==> config.mk <==
export PLATFORM = sky130hd
export DESIGN_NAME = sram_bank_arbiter
export DESIGN_NICKNAME = d
export VERILOG_FILES = /design/src/rtl/sram_arb_pkg.sv /design/src/rtl/rr_arbiter.sv /design/src/rtl/sram_bank_arbiter.sv
export SDC_FILE = /design/constraint.sdc
export NUM_CORES = 1
export LEC_CHECK = 0
export CAP_MARGIN = 20
export CORE_ASPECT_RATIO = 0.6
export CORE_MARGIN = 2
export CORE_UTILIZATION = 27
export CTS_CLUSTER_DIAMETER = 100
export CTS_CLUSTER_SIZE = 25
export DETAILED_ROUTE_END_ITERATION = 10
export GPL_TIMING_DRIVEN = 1
export HOLD_SLACK_MARGIN = 0.12
export PLACE_DENSITY = 0.92
export SYNTH_ARGS = -nofsm -noshare
export SYNTH_HDL_FRONTEND = slang
export SYNTH_SLANG_ARGS = --single-unit
export TNS_END_PERCENT = 30
==> constraint.sdc <==
create_clock -name clk_i -period 1.8 [get_ports clk_i]
set_input_delay 0.36 -clock clk_i [delete_from_list [all_inputs] [get_ports clk_i]]
set_output_delay 0.36 -clock clk_i [all_outputs]
set_load 0.1 [all_outputs]
==> src/rtl/sram_arb_pkg.sv <==
// Shared types and constants for the SRAM bank arbiter.
//   arb_state_e : controller state (INIT = zero-filling the bank, RUN = serving requesters)
//   DataWidth   : bank word width in bits
//   BeWidth     : byte enables per word
package sram_arb_pkg;

    typedef enum logic {
        INIT = 1'b0,
        RUN  = 1'b1
    } arb_state_e;

    localparam int DataWidth = 32;
    localparam int BeWidth   = DataWidth / 8;

endpackage

==> src/rtl/rr_arbiter.sv <==
// Combinational round-robin arbiter.
// Picks the first asserted request found scanning upward from rr_ptr, wrapping
// modulo NumPorts. The pointer register itself lives in the parent.
// Ports:
//   req     in  NumPorts      request vector
//   rr_ptr  in  PortIdxWidth  highest-priority port this cycle
//   gnt     out NumPorts      one-hot grant, or zero when nothing is requested
//   winner  out PortIdxWidth  index of the granted port (0 when none)
//   any_gnt out 1             a grant is being issued
module rr_arbiter
    import sram_arb_pkg::*;
#(
    parameter int NumPorts     = 2,
    parameter int PortIdxWidth = (NumPorts > 1) ? $clog2(NumPorts) : 1
) (
    input  logic [NumPorts-1:0]     req,
    input  logic [PortIdxWidth-1:0] rr_ptr,
    output logic [NumPorts-1:0]     gnt,
    output logic [PortIdxWidth-1:0] winner,
    output logic                    any_gnt
);

    // One extra bit so rr_ptr + offset cannot overflow before the wrap.
    localparam int SumWidth = PortIdxWidth + 1;

    logic                    found;
    logic [SumWidth-1:0]     sum;
    logic [PortIdxWidth-1:0] idx;

    always_comb begin
        found  = 1'b0;
        winner = '0;
        sum    = '0;
        idx    = '0;
        for (int i = 0; i < NumPorts; i++) begin
            sum = {1'b0, rr_ptr} + SumWidth'(i);
            if (sum >= SumWidth'(NumPorts)) begin
                sum = sum - SumWidth'(NumPorts);
            end
            idx = sum[PortIdxWidth-1:0];
            if (!found && req[idx]) begin
                found  = 1'b1;
                winner = idx;
            end
        end
    end

    assign any_gnt = found;

    generate
        for (genvar gi = 0; gi < NumPorts; gi++) begin : g_gnt
            assign gnt[gi] = found && (winner == PortIdxWidth'(gi));
        end
    endgenerate

endmodule

==> src/rtl/sram_bank_arbiter.sv <==
// Shares one single-port, byte-enabled SRAM bank among NumPorts requesters.
// After reset (when InitOnReset) and on every scrub request the bank is
// zero-filled, one word per cycle, before any requester is granted. In RUN
// the bank goes to a round-robin winner each cycle; the response (rvalid) comes
// back one cycle after the grant, for reads and writes alike.
// Ports:
//   clk_i, rst_ni                    clock, synchronous active-low reset
//   req_i/we_i/addr_i/wdata_i/be_i   per-port request and payload (flattened)
//   gnt_o                            per-port grant, combinational from req_i
//   rvalid_o                         per-port response valid, one cycle after grant
//   rdata_o                          shared read data, qualified by rvalid_o
//   scrub_req_i                      pulse: re-run the zero-fill (ignored in INIT)
//   init_done_o                      high while serving requesters
//   mem_*                            bank interface, mem_rdata_i valid 1 cycle after a read
module sram_bank_arbiter
    import sram_arb_pkg::*;
#(
    parameter int NumWords     = 8192,
    parameter int NumPorts     = 2,
    parameter bit InitOnReset  = 1'b1,
    parameter int AddrWidth    = (NumWords > 1) ? $clog2(NumWords) : 1,
    parameter int PortIdxWidth = (NumPorts > 1) ? $clog2(NumPorts) : 1
) (
    input  logic                           clk_i,
    input  logic                           rst_ni,
    input  logic [NumPorts-1:0]            req_i,
    input  logic [NumPorts-1:0]            we_i,
    input  logic [NumPorts*AddrWidth-1:0]  addr_i,
    input  logic [NumPorts*DataWidth-1:0]  wdata_i,
    input  logic [NumPorts*BeWidth-1:0]    be_i,
    output logic [NumPorts-1:0]            gnt_o,
    output logic [NumPorts-1:0]            rvalid_o,
    output logic [DataWidth-1:0]           rdata_o,
    input  logic                           scrub_req_i,
    output logic                           init_done_o,
    output logic                           mem_req_o,
    output logic                           mem_we_o,
    output logic [AddrWidth-1:0]           mem_addr_o,
    output logic [DataWidth-1:0]           mem_wdata_o,
    output logic [BeWidth-1:0]             mem_be_o,
    input  logic [DataWidth-1:0]           mem_rdata_i
);

    localparam logic [AddrWidth-1:0]    LastAddr   = AddrWidth'(NumWords - 1);
    localparam logic [PortIdxWidth-1:0] LastPort   = PortIdxWidth'(NumPorts - 1);
    localparam arb_state_e              ResetState = InitOnReset ? INIT : RUN;

    arb_state_e              state_reg, state_next;
    logic [AddrWidth-1:0]    init_cnt_reg, init_cnt_next;
    logic [PortIdxWidth-1:0] rr_ptr_reg, rr_ptr_next;
    logic                    rvalid_reg, rvalid_next;
    logic [PortIdxWidth-1:0] resp_idx_reg, resp_idx_next;

    logic [AddrWidth-1:0]    addr_arr  [NumPorts];
    logic [DataWidth-1:0]    wdata_arr [NumPorts];
    logic [BeWidth-1:0]      be_arr    [NumPorts];

    logic [NumPorts-1:0]     arb_gnt;
    logic [PortIdxWidth-1:0] winner;
    logic                    any_gnt;

    generate
        for (genvar gi = 0; gi < NumPorts; gi++) begin : g_port
            assign addr_arr[gi]  = addr_i[gi*AddrWidth +: AddrWidth];
            assign wdata_arr[gi] = wdata_i[gi*DataWidth +: DataWidth];
            assign be_arr[gi]    = be_i[gi*BeWidth +: BeWidth];
            // Only one response can be outstanding, so a single index suffices.
            assign rvalid_o[gi]  = rvalid_reg && (resp_idx_reg == PortIdxWidth'(gi));
        end
    endgenerate

    rr_arbiter #(
        .NumPorts     (NumPorts),
        .PortIdxWidth (PortIdxWidth)
    ) u_rr_arbiter (
        .req     (req_i),
        .rr_ptr  (rr_ptr_reg),
        .gnt     (arb_gnt),
        .winner  (winner),
        .any_gnt (any_gnt)
    );

    assign init_done_o = (state_reg == RUN);
    assign rdata_o     = mem_rdata_i;

    always_comb begin
        state_next    = state_reg;
        init_cnt_next = '0;
        rr_ptr_next   = rr_ptr_reg;
        rvalid_next   = 1'b0;
        resp_idx_next = resp_idx_reg;
        gnt_o         = '0;
        mem_req_o     = 1'b0;
        mem_we_o      = 1'b0;
        mem_addr_o    = '0;
        mem_wdata_o   = '0;
        mem_be_o      = '0;

        case (state_reg)
            INIT: begin
                // The bank is kept idle while reset is held.
                mem_req_o  = rst_ni;
                mem_we_o   = 1'b1;
                mem_be_o   = '1;
                mem_addr_o = init_cnt_reg;
                if (init_cnt_reg == LastAddr) begin
                    state_next = RUN;
                end else begin
                    init_cnt_next = init_cnt_reg + AddrWidth'(1);
                end
            end
            RUN: begin
                gnt_o       = rst_ni ? arb_gnt : '0;
                mem_req_o   = rst_ni && any_gnt;
                mem_we_o    = we_i[winner];
                mem_addr_o  = addr_arr[winner];
                mem_wdata_o = wdata_arr[winner];
                mem_be_o    = be_arr[winner];
                if (any_gnt) begin
                    rvalid_next   = 1'b1;
                    resp_idx_next = winner;
                    if (NumPorts > 1) begin
                        rr_ptr_next = (winner == LastPort) ? '0 : winner + PortIdxWidth'(1);
                    end
                end
                // The grant issued in this cycle still completes; its
                // response shows up during the first INIT cycle.
                if (scrub_req_i) begin
                    state_next = INIT;
                end
            end
            default: state_next = ResetState;
        endcase
    end

    always_ff @(posedge clk_i) begin
        if (!rst_ni) begin
            state_reg    <= ResetState;
            init_cnt_reg <= '0;
            rr_ptr_reg   <= '0;
            rvalid_reg   <= 1'b0;
            resp_idx_reg <= '0;
        end else begin
            state_reg    <= state_next;
            init_cnt_reg <= init_cnt_next;
            rr_ptr_reg   <= rr_ptr_next;
            rvalid_reg   <= rvalid_next;
            resp_idx_reg <= resp_idx_next;
        end
    end

endmodule

* After elaboration in Yosys (flattened, before gate mapping)
Index checks and enable logic that the tools add are counted.
Storage, ports and cells: bits in registers 17, word-level logic and storage cells 65
Operators by class: add/sub/neg operators 5, bitwise logic cells 5, muxes and demuxes 33, equality and inequality tests 1, order comparisons 6, reduce and logical (&&, ||, !) cells 10
Operator list (count):
- 2-to-1 mux 32 bit | 4
- 2-to-1 mux 13 bit | 3
- case mux 13 bit (2 select lines) | 1
- 2-to-1 mux 1 bit | 16
- adder 13 x 1 -> 13 bit, second input constant | 1
- == test 13 bit, second input constant | 1
- 2-to-1 mux 4 bit | 3
- case mux 4 bit (2 select lines) | 1
- logical AND 1 bit | 6
- < comparator 1 x 2 -> 1 bit, second input constant | 3
- case mux 1 bit (2 select lines) | 3
- >= comparator 2 bit, second input constant | 2
- 2-to-1 mux 2 bit | 2
- inverter 1 bit | 4
- AND reduction 2 bit | 2
- OR reduction 3 bit | 1
- adder 1 x 1 -> 2 bit, second input constant | 1
- >= comparator 1 x 2 -> 1 bit, second input constant | 1
- inverter 1 -> 2 bit | 1
- subtractor 1 bit, second input constant | 2
- adder 1 bit, second input constant | 1
- zero test 1 bit | 1

* Logic depth before layout (Yosys ltp)
Gate-level depths: netlist (run 1).
depth in word-level cells 13, gate-level depth with buffers 6, mapped depth without buffers 5

* Modules after synthesis
Synthesis (run 1) repeated with hierarchy kept, for this count alone.
Second synthesis, totals: cell total of the unflattened synthesis 246, area total of the unflattened synthesis 1920.6 sq um
Modules (own cells, without submodules):
- sram_bank_arbiter | area an instance 1888.1 sq um, instances 1, seq. area each 340.3 sq um, cells an instance 241
- rr_arbiter | area an instance 32.5 sq um, instances 1, seq. area each 0.0 sq um, cells an instance 5

* Worst setup path after synthesis (run 1)
OpenSTA, ideal clock, no wires.
kind register to output, start point register state_reg, in the netlist init_done_o, end point output port mem_wdata_o[22], arrival time 3.641 ns, setup slack -2.201 ns, stages on the path, launching flop included 4, required time 1.440 ns, cells stage by stage dfxtp_1 clkbuf_1 clkbuf_1 a21boi_0
Between the ends: longest elaborated chain between the ends 1
RTL lines:
- start, declared | RTL line sram_bank_arbiter.sv:48 | arb_state_e state_reg, state_next;
- start signal, assigned | RTL line sram_bank_arbiter.sv:138 | state_reg <= ResetState;
- start signal, assigned | RTL line sram_bank_arbiter.sv:144 | state_reg <= state_next;
- 2-to-1 mux 32 bit | RTL line sram_bank_arbiter.sv:99 | case (state_reg)
- end, declared | RTL line sram_bank_arbiter.sv:39 | output logic [DataWidth-1:0] mem_wdata_o,
No other way between the ends.

* Final worst setup path (run 1)
start point register rr_ptr_reg, end point output port mem_wdata_o[29]
Between the ends: longest elaborated chain between the ends 13
RTL lines:
- start, declared | RTL line sram_bank_arbiter.sv:50 | logic [PortIdxWidth-1:0] rr_ptr_reg, rr_ptr_next;
- start signal, assigned | RTL line sram_bank_arbiter.sv:146 | rr_ptr_reg <= rr_ptr_next;
- >= comparator 1 x 2 -> 1 bit / subtractor 1 bit (equally long branches) | RTL line rr_arbiter.sv:37, rr_arbiter.sv:38
- 2-to-1 mux 1 bit | RTL line rr_arbiter.sv:37 | if (sum >= SumWidth'(NumPorts)) begin
- 2-to-1 mux 1 bit (not written as such) (2 in series) | RTL line rr_arbiter.sv:41 | if (!found && req[idx]) begin
- 2-to-1 mux 1 bit | RTL line rr_arbiter.sv:41
- zero test 1 bit | RTL line rr_arbiter.sv:41
- logical AND 1 bit | RTL line rr_arbiter.sv:41
- 2-to-1 mux 1 bit * | RTL line rr_arbiter.sv:41
- inverter 1 -> 2 bit (not written as such) * | RTL line sram_bank_arbiter.sv:117 | mem_wdata_o = wdata_arr[winner];
- 2-to-1 mux 32 bit (not written as such) * (3 in series) | RTL line sram_bank_arbiter.sv:117
- 2-to-1 mux 32 bit * | RTL line sram_bank_arbiter.sv:99
Every way passes the cells marked *; elsewhere a longest branch is shown, timed or not. The select of a mux whose other input is x is not followed.

==> results of run 1 <==
-- cells in the final DEF, fill, tap and decap left out, drive strengths merged, types with 2 or more instances in the layout --
cell	count
dfxtp	17
nor4	2
buf	83
a31oi	13
nor3	2
nand2	106
xnor2	9
xor2	2
a21boi	32
clkdlybuf4s50	102
nand3	11
inv	7
clkbuf	4
nor2	32
o21ai	2
-- worst reg2reg max path, stage by stage (launching register included) --
cell and delay (ns):
dfxtp_1 0.41, ha_1 0.26, nand4_2 0.22, nor2_2 0.19, a31o_2 0.36, nor2_1 0.09
-- power by group through the flow --
stage	sequential [mW]	clock, mW	combinational [mW]
after floorplan	0.395	0	0.567
after global placement	0.397	0	0.527
after detailed placement	0.398	0	0.542
after CTS	0.388	0.450	0.696
after global routing	0.390	0.469	0.703
final	0.388	0.442	0.671
-- final timing paths --
kind / start / endpoint / slack, ns / cells after the start
hold / removal: init_cnt_reg[0]$_SDFF_PP0_ / init_cnt_reg[0]$_SDFF_PP0_ / 0.49 / 1
setup reg to reg: init_cnt_reg[0]$_SDFF_PP0_ / init_cnt_reg[8]$_SDFF_PP0_ / 0.14 / 5
hold reg to reg: init_cnt_reg[0]$_SDFF_PP0_ / init_cnt_reg[0]$_SDFF_PP0_ / 0.49 / 1
setup / recovery: rr_ptr_reg$_SDFFE_PN0P_ / mem_wdata_o[29] / -0.18 / 6
-- metrics by stage --
step                      total power, mW  cells  cell area (sq um)  hold WS (ns)
after floorplan                     0.962    300               2580         0.442
after global placement              0.924    510               4650         0.465
after detailed placement            0.940    510               4650         0.486
after CTS                            1.53    532               5260         0.497
after global routing                 1.56    525               5140         0.529
final                                1.50    525               5140         0.494
-- cell type report --
class / count / area share [%]
timing repair buffer: 186 / 49.3
inverter: 7 / 0.512
clock buffer: 4 / 1.53
sequential: 17 / 6.77
tap: 87 / 2.12
multi-input combinational: 224 / 39.8
-- repair_timing --
action,CTS,global route
endpoints found under the setup margin,53,52
pin swaps,44,24
resized for setup,86,13
cloned,8,0
buffers inserted,10,0
-- per-layer routing --
| layer | wire length, um | GRT usage (%) | vias up |
|---|---|---|---|
| met5 | 0 | 0 | - |
| met4 | 123 | 4.27 | 0 |
| met3 | 854 | 8.30 | 10 |
| met2 | 4870 | 46.8 | 145 |
| met1 | 4050 | 30.2 | 1251 |
| li1 | - | - | 1219 |
-- cells by family after synthesis --
family | after synthesis
xor gates and xnor gates | 11
AOI/OAI and AO/OA | 53
DFF | 17
buffers and inverters | 59
and+or+nand+nor | 159
adders and majority gates | 1
==> impl_metrics.py, run 1 <==
metrics = {
    "drt": {
        "first_iter_violations": 67,
        "remaining_drc_errors": 0,
        "drtAntennaViolNets": 0,
        "vias_per_cell": 5.00,
        "wl_per_cell_um": 18.8,
        "firstDrtPassIters": 4,
        "wl_um": 9890,
        "dr_total_vias": 2625,
    },
    "setup_path": {
        "crit_required_ns": 1.44,
        "cp_max_fo": 7,
        "startpoint_type": "flip-flop",
        "crit_path_cell_trace": "o21ai_4 -> buf_12 -> bufbuf_16 -> nand2_2 -> a21boi_4 -> buf_12",
        "cp_slowest_stage_delay_ns": 0.36,
        "arrival_ns": 1.62,
        "cp-end-kind": "output port",
        "critPathTopFamily": "buffers and inverters",
        "timing_worst_setup_path_type": "flip-flop to output port",
        "cp_slowest_cell": "dfxtp_4",
        "crit_path_frequent_cell": "buf_12",
        "cp_num_buf_inv": 3,
    },
    "global_routing": {
        "grt_pass1_wl_um": 15200,
        "grt_remaining_overflow": 0,
        "grt_pass1_vias": 2789,
        "grt_max_degree": 32,
        "antenna_found_initial": 0,
        "grt_usage_pct": 25.5,
    },
    "sta": {
        "fin_setup_tns_ns": -6.42,
        "slew_headroom_pct": 80.6,
        "report.final.hold_viol_count": 0,
        "post-route-period-util_pct": 110,
        "report.final.slew_viol_count": 0,
        "period_needed_ns": 1.98,
        "final.setup_skew_ns": 0.00264,
        "setup_ws_ns": -0.176,
        "fmax_ghz": 0.506,
        "worst_slew_pin_slew_ns": 0.290,
        "rsz0062_at_grt": "true",
        "finalSetupViolations": 49,
    },
    "synth": {
        "synth.most_common_cell": "nand2_1",
        "synth_nets": 438,
        "synth-simple-area-share_pct": 36.9,
        "synth_area_leader_cell": "nand2_1",
        "yosysUniqueCellTypes": 36,
        "synth_edf_count": 0,
        "postSynth.asyncResetShare_pct": 0,
        "synth_fa_ha_area_share_pct": 0.661,
        "synth_common_cells": "nand2_1, a21boi_0, buf_4, nor2_1, dfxtp_1",
        "yosys_warnings": 0,
        "synth_area_leaders": "nand2_1, dfxtp_1, a21boi_0, buf_4, nor2_1",
        "avgSynthCellArea_sq_um": 6.31,
        "yosysSeqAreaShare_pct": 18.0,
        "synth_compound_area_share_pct": 20.1,
        "synth_cells": 300,
        "synth_seq_cells": 17,
        "synth-main-ff-cell": "dfxtp_1",
        "synth.area.mux_share_pct": 0,
        "synth_area_sq_um": 1890,
        "synth.top_cell.area_share_pct": 21.0,
        "synth_xor_area_share_pct": 5.09,
        "synth_top_family_by_area": "simple AND/OR/NAND/NOR gates",
    },
    "placed_design": {
        "portBuffers": 160,
        "dp_hpwl_um": 6670,
        "gp_congestion": 0.836,
        "place_ws_ns": -0.467,
    },
    "run": {
        "drv_cap": 0,
    },
    "power_and_ir_drop": {
        "power_density_nw_per_um2": 292,
        "internal_power_mw": 1.03,
        "pwr-share-comb_pct": 44.7,
        "seq_power_share_pct": 25.9,
        "power_switching_mw": 0.469,
        "clkPwrFrac_pct": 29.5,
        "p_leak_nw": 1.78,
        "switching_share_pct": 31.3,
        "vdd_ir_drop_max_mv": 0.360,
    },
    "layout": {
        "fillers": 397,
        "drive_gt1_share_pct": 50.2,
        "multiInputGateArea_sq_um": 2040,
        "diodes": 0,
        "syn_to_final_growth_pct": 171,
        "final_net_count": 577,
        "largest_reg_flops": 13,
        "final-seq-area_sq_um": 348,
        "fin_util_pct": 76.3,
    },
    "die": {
        "rows": 23,
        "ios": 225,
        "start_util_pct": 28.1,
        "die_area_sq_um": 7720,
        "die_w_um": 112,
        "core-area_sq_um": 6730,
        "fp.dieH_um": 68.9,
    },
    "clocking": {
        "clockBufferDepth": 2,
        "cts-hold-fix-buffers": 0,
        "htreeDepth": 1,
        "worstSkewPairLatency_ns": 0.24,
        "cts_made_buffers": 3,
        "cts_tree": "done",
        "numClockSinks": 17,
        "ctsRootBufferMaster": "clkbuf_16",
        "clkTransAtPathRegs_ns": 0.05,
    },
    "min_path": {
        "hp-class": "flip-flop to flip-flop",
    },
    "outcome": {
        "status": "finished, violations left",
        "violations": "setup timing",
    },
}
Power figures use the tool's default switching activity.
==> run 2: changes to the inputs <==
Settings changed: REMOVE_ABC_BUFFERS from default to 1.
==> impl_metrics.py, run 2 (synthesis results as in run 1) <==
metrics = {
    "clocking": {
        "clkTransAtPathRegs_ns": 0.05,
        "ctsRootBufferMaster": "clkbuf_16",
        "cts_tree": "done",
        "cts_made_buffers": 3,
        "htreeDepth": 1,
        "worstSkewPairLatency_ns": 0.25,
        "cts-hold-fix-buffers": 0,
        "clockBufferDepth": 2,
        "numClockSinks": 17,
    },
    "drt": {
        "vias_per_cell": 5.08,
        "wl_um": 12000,
        "dr_total_vias": 2871,
        "firstDrtPassIters": 4,
        "first_iter_violations": 166,
        "drtAntennaViolNets": 0,
        "remaining_drc_errors": 0,
        "wl_per_cell_um": 21.2,
    },
    "sta": {
        "report.final.hold_viol_count": 0,
        "post-route-period-util_pct": 114,
        "finalSetupViolations": 51,
        "rsz0062_at_grt": "true",
        "fmax_ghz": 0.487,
        "report.final.slew_viol_count": 0,
        "slew_headroom_pct": 77.5,
        "final.setup_skew_ns": 0.00169,
        "worst_slew_pin_slew_ns": 0.336,
        "period_needed_ns": 2.05,
        "setup_ws_ns": -0.254,
    },
    "setup_path": {
        "startpoint_type": "flip-flop",
        "r2r_slack_ns": 0.19,
        "rr_startpoint": "init_cnt_reg[0]$_SDFF_PP0_",
        "r2r_cells": 5,
        "crit_path_cell_trace": "o21ai_4 -> buf_6 -> buf_12 -> clkbuf_16 -> nand2_1 -> a21boi_1 -> buf_4 -> buf_12",
        "timing_worst_setup_path_type": "flip-flop to output port",
        "cp_slowest_stage_delay_ns": 0.36,
        "crit_required_ns": 1.44,
        "r2r-end": "init_cnt_reg[5]$_SDFF_PP0_",
        "cp-end-kind": "output port",
        "crit_path_frequent_cell": "buf_12",
        "cp_slowest_cell": "dfxtp_4",
        "cp-startpoint": "rr_ptr_reg$_SDFFE_PN0P_",
        "cp_max_fo": 5,
        "arrival_ns": 1.69,
    },
    "die": {
        "rows": 23,
        "die_w_um": 112,
        "fp.dieH_um": 68.9,
        "ios": 225,
        "start_util_pct": 28.1,
        "die_area_sq_um": 7720,
        "core-area_sq_um": 6730,
    },
    "layout": {
        "syn_to_final_growth_pct": 172,
        "diodes": 0,
        "layout_common_cells": "clkdlybuf4s50_1, nand2_1, buf_12",
        "fillers": 408,
        "largest_reg_flops": 13,
        "fin_util_pct": 76.4,
        "drive_gt1_share_pct": 45.4,
        "final_net_count": 617,
        "final_common_cell": "clkdlybuf4s50_1",
    },
    "run": {
        "drv_cap": 0,
    },
    "placed_design": {
        "gp_congestion": 0.884,
        "place_ws_ns": -0.527,
        "dp_hpwl_um": 7530,
        "portBuffers": 160,
    },
    "global_routing": {
        "grt_usage_pct": 28.7,
        "grt_max_degree": 47,
        "grt_pass1_vias": 3022,
        "grt_pass1_wl_um": 16600,
        "grt_remaining_overflow": 0,
        "antenna_found_initial": 0,
    },
    "min_path": {
        "hold_end": "rr_ptr_reg$_SDFFE_PN0P_",
        "hp-class": "input pin to flip-flop",
        "hp-start": "req_i[1]",
        "worstHoldPathCells": 3,
    },
    "power_and_ir_drop": {
        "p_leak_nw": 2.03,
        "vdd_ir_drop_max_mv": 0.346,
        "power_density_nw_per_um2": 294,
        "total_power_mw": 1.51,
    },
    "outcome": {
        "status": "finished, violations left",
        "violations": "setup timing",
    },
}
==> run 2: where the power goes <==
part	switching (mW)	internal, mW	total [mW]
Combinational	0.296	0.389	0.684
Clock	0.140	0.300	0.441
Sequential	0.00790	0.381	0.389
Total	0.444	1.07	1.51
==> run 2: worst max-delay path: cells and delay by family (launching register included) <==
| kind | cells | cell delay [ns] |
|---|---|---|
| buffers and inverters | 5 | 0.72 |
| flip-flops | 1 | 0.36 |
| AO/OA/AOI/OAI | 2 | 0.30 |
| AND/OR/NAND/NOR | 1 | 0.05 |
==> run 2: metal layers <==
metal | share of wire, % | vias to the layer above | GRT usage (%)
met1 | 39 | 1354 | 31.7
met3 | 12 | 18 | 14.4
met2 | 46 | 195 | 48.6
met5 | 0.67 | - | 8.67
li1 | - | 1302 | -
met4 | 1.8 | 2 | 8.84
==> run 2: cell type report <==
type                    instances  area, sq um  share of cell area [%]
repair buffers                226         2940                    57.2
flip-flops and latches         17          345                    6.72
inverters                       7         28.8                   0.560
clock buffers                   4         78.8                    1.53
well taps                      87          109                    2.12
multi-input cells             224         1640                    31.9
==> run 2: worst max-delay path by stage <==
| stage | end | depth (start not counted) |
|---|---|---|
| after floorplan | mem_wdata_o[0] | 1 |
| after global placement | mem_wdata_o[17] | 8 |
| after detailed placement | mem_wdata_o[17] | 8 |
| after CTS | mem_addr_o[7] | 8 |
| after global routing | mem_wdata_o[13] | 8 |
| final | mem_wdata_o[13] | 8 |
==> run 2: through the flow <==
stage | instances | area [sq um] | hold WS, ns | TNS, ns
2_1_floorplan | 248 | 1560 | 0.442 | -141.47
3_3_place_gp | 545 | 4250 | 0.455 | -22.76
3_5_place_dp | 545 | 4250 | 0.479 | -23.50
4_1_cts | 565 | 5010 | 0.476 | -7.37
5_1_grt | 565 | 5140 | 0.499 | -11.60
6_report | 565 | 5140 | 0.503 | -8.96
==> run 2: timing repair <==
item	4_1_cts	5_1_grt
resized for setup	127	41
pin swaps	40	35
gates cloned	8	1
endpoints found under the setup margin	53	52
setup buffers	12	4
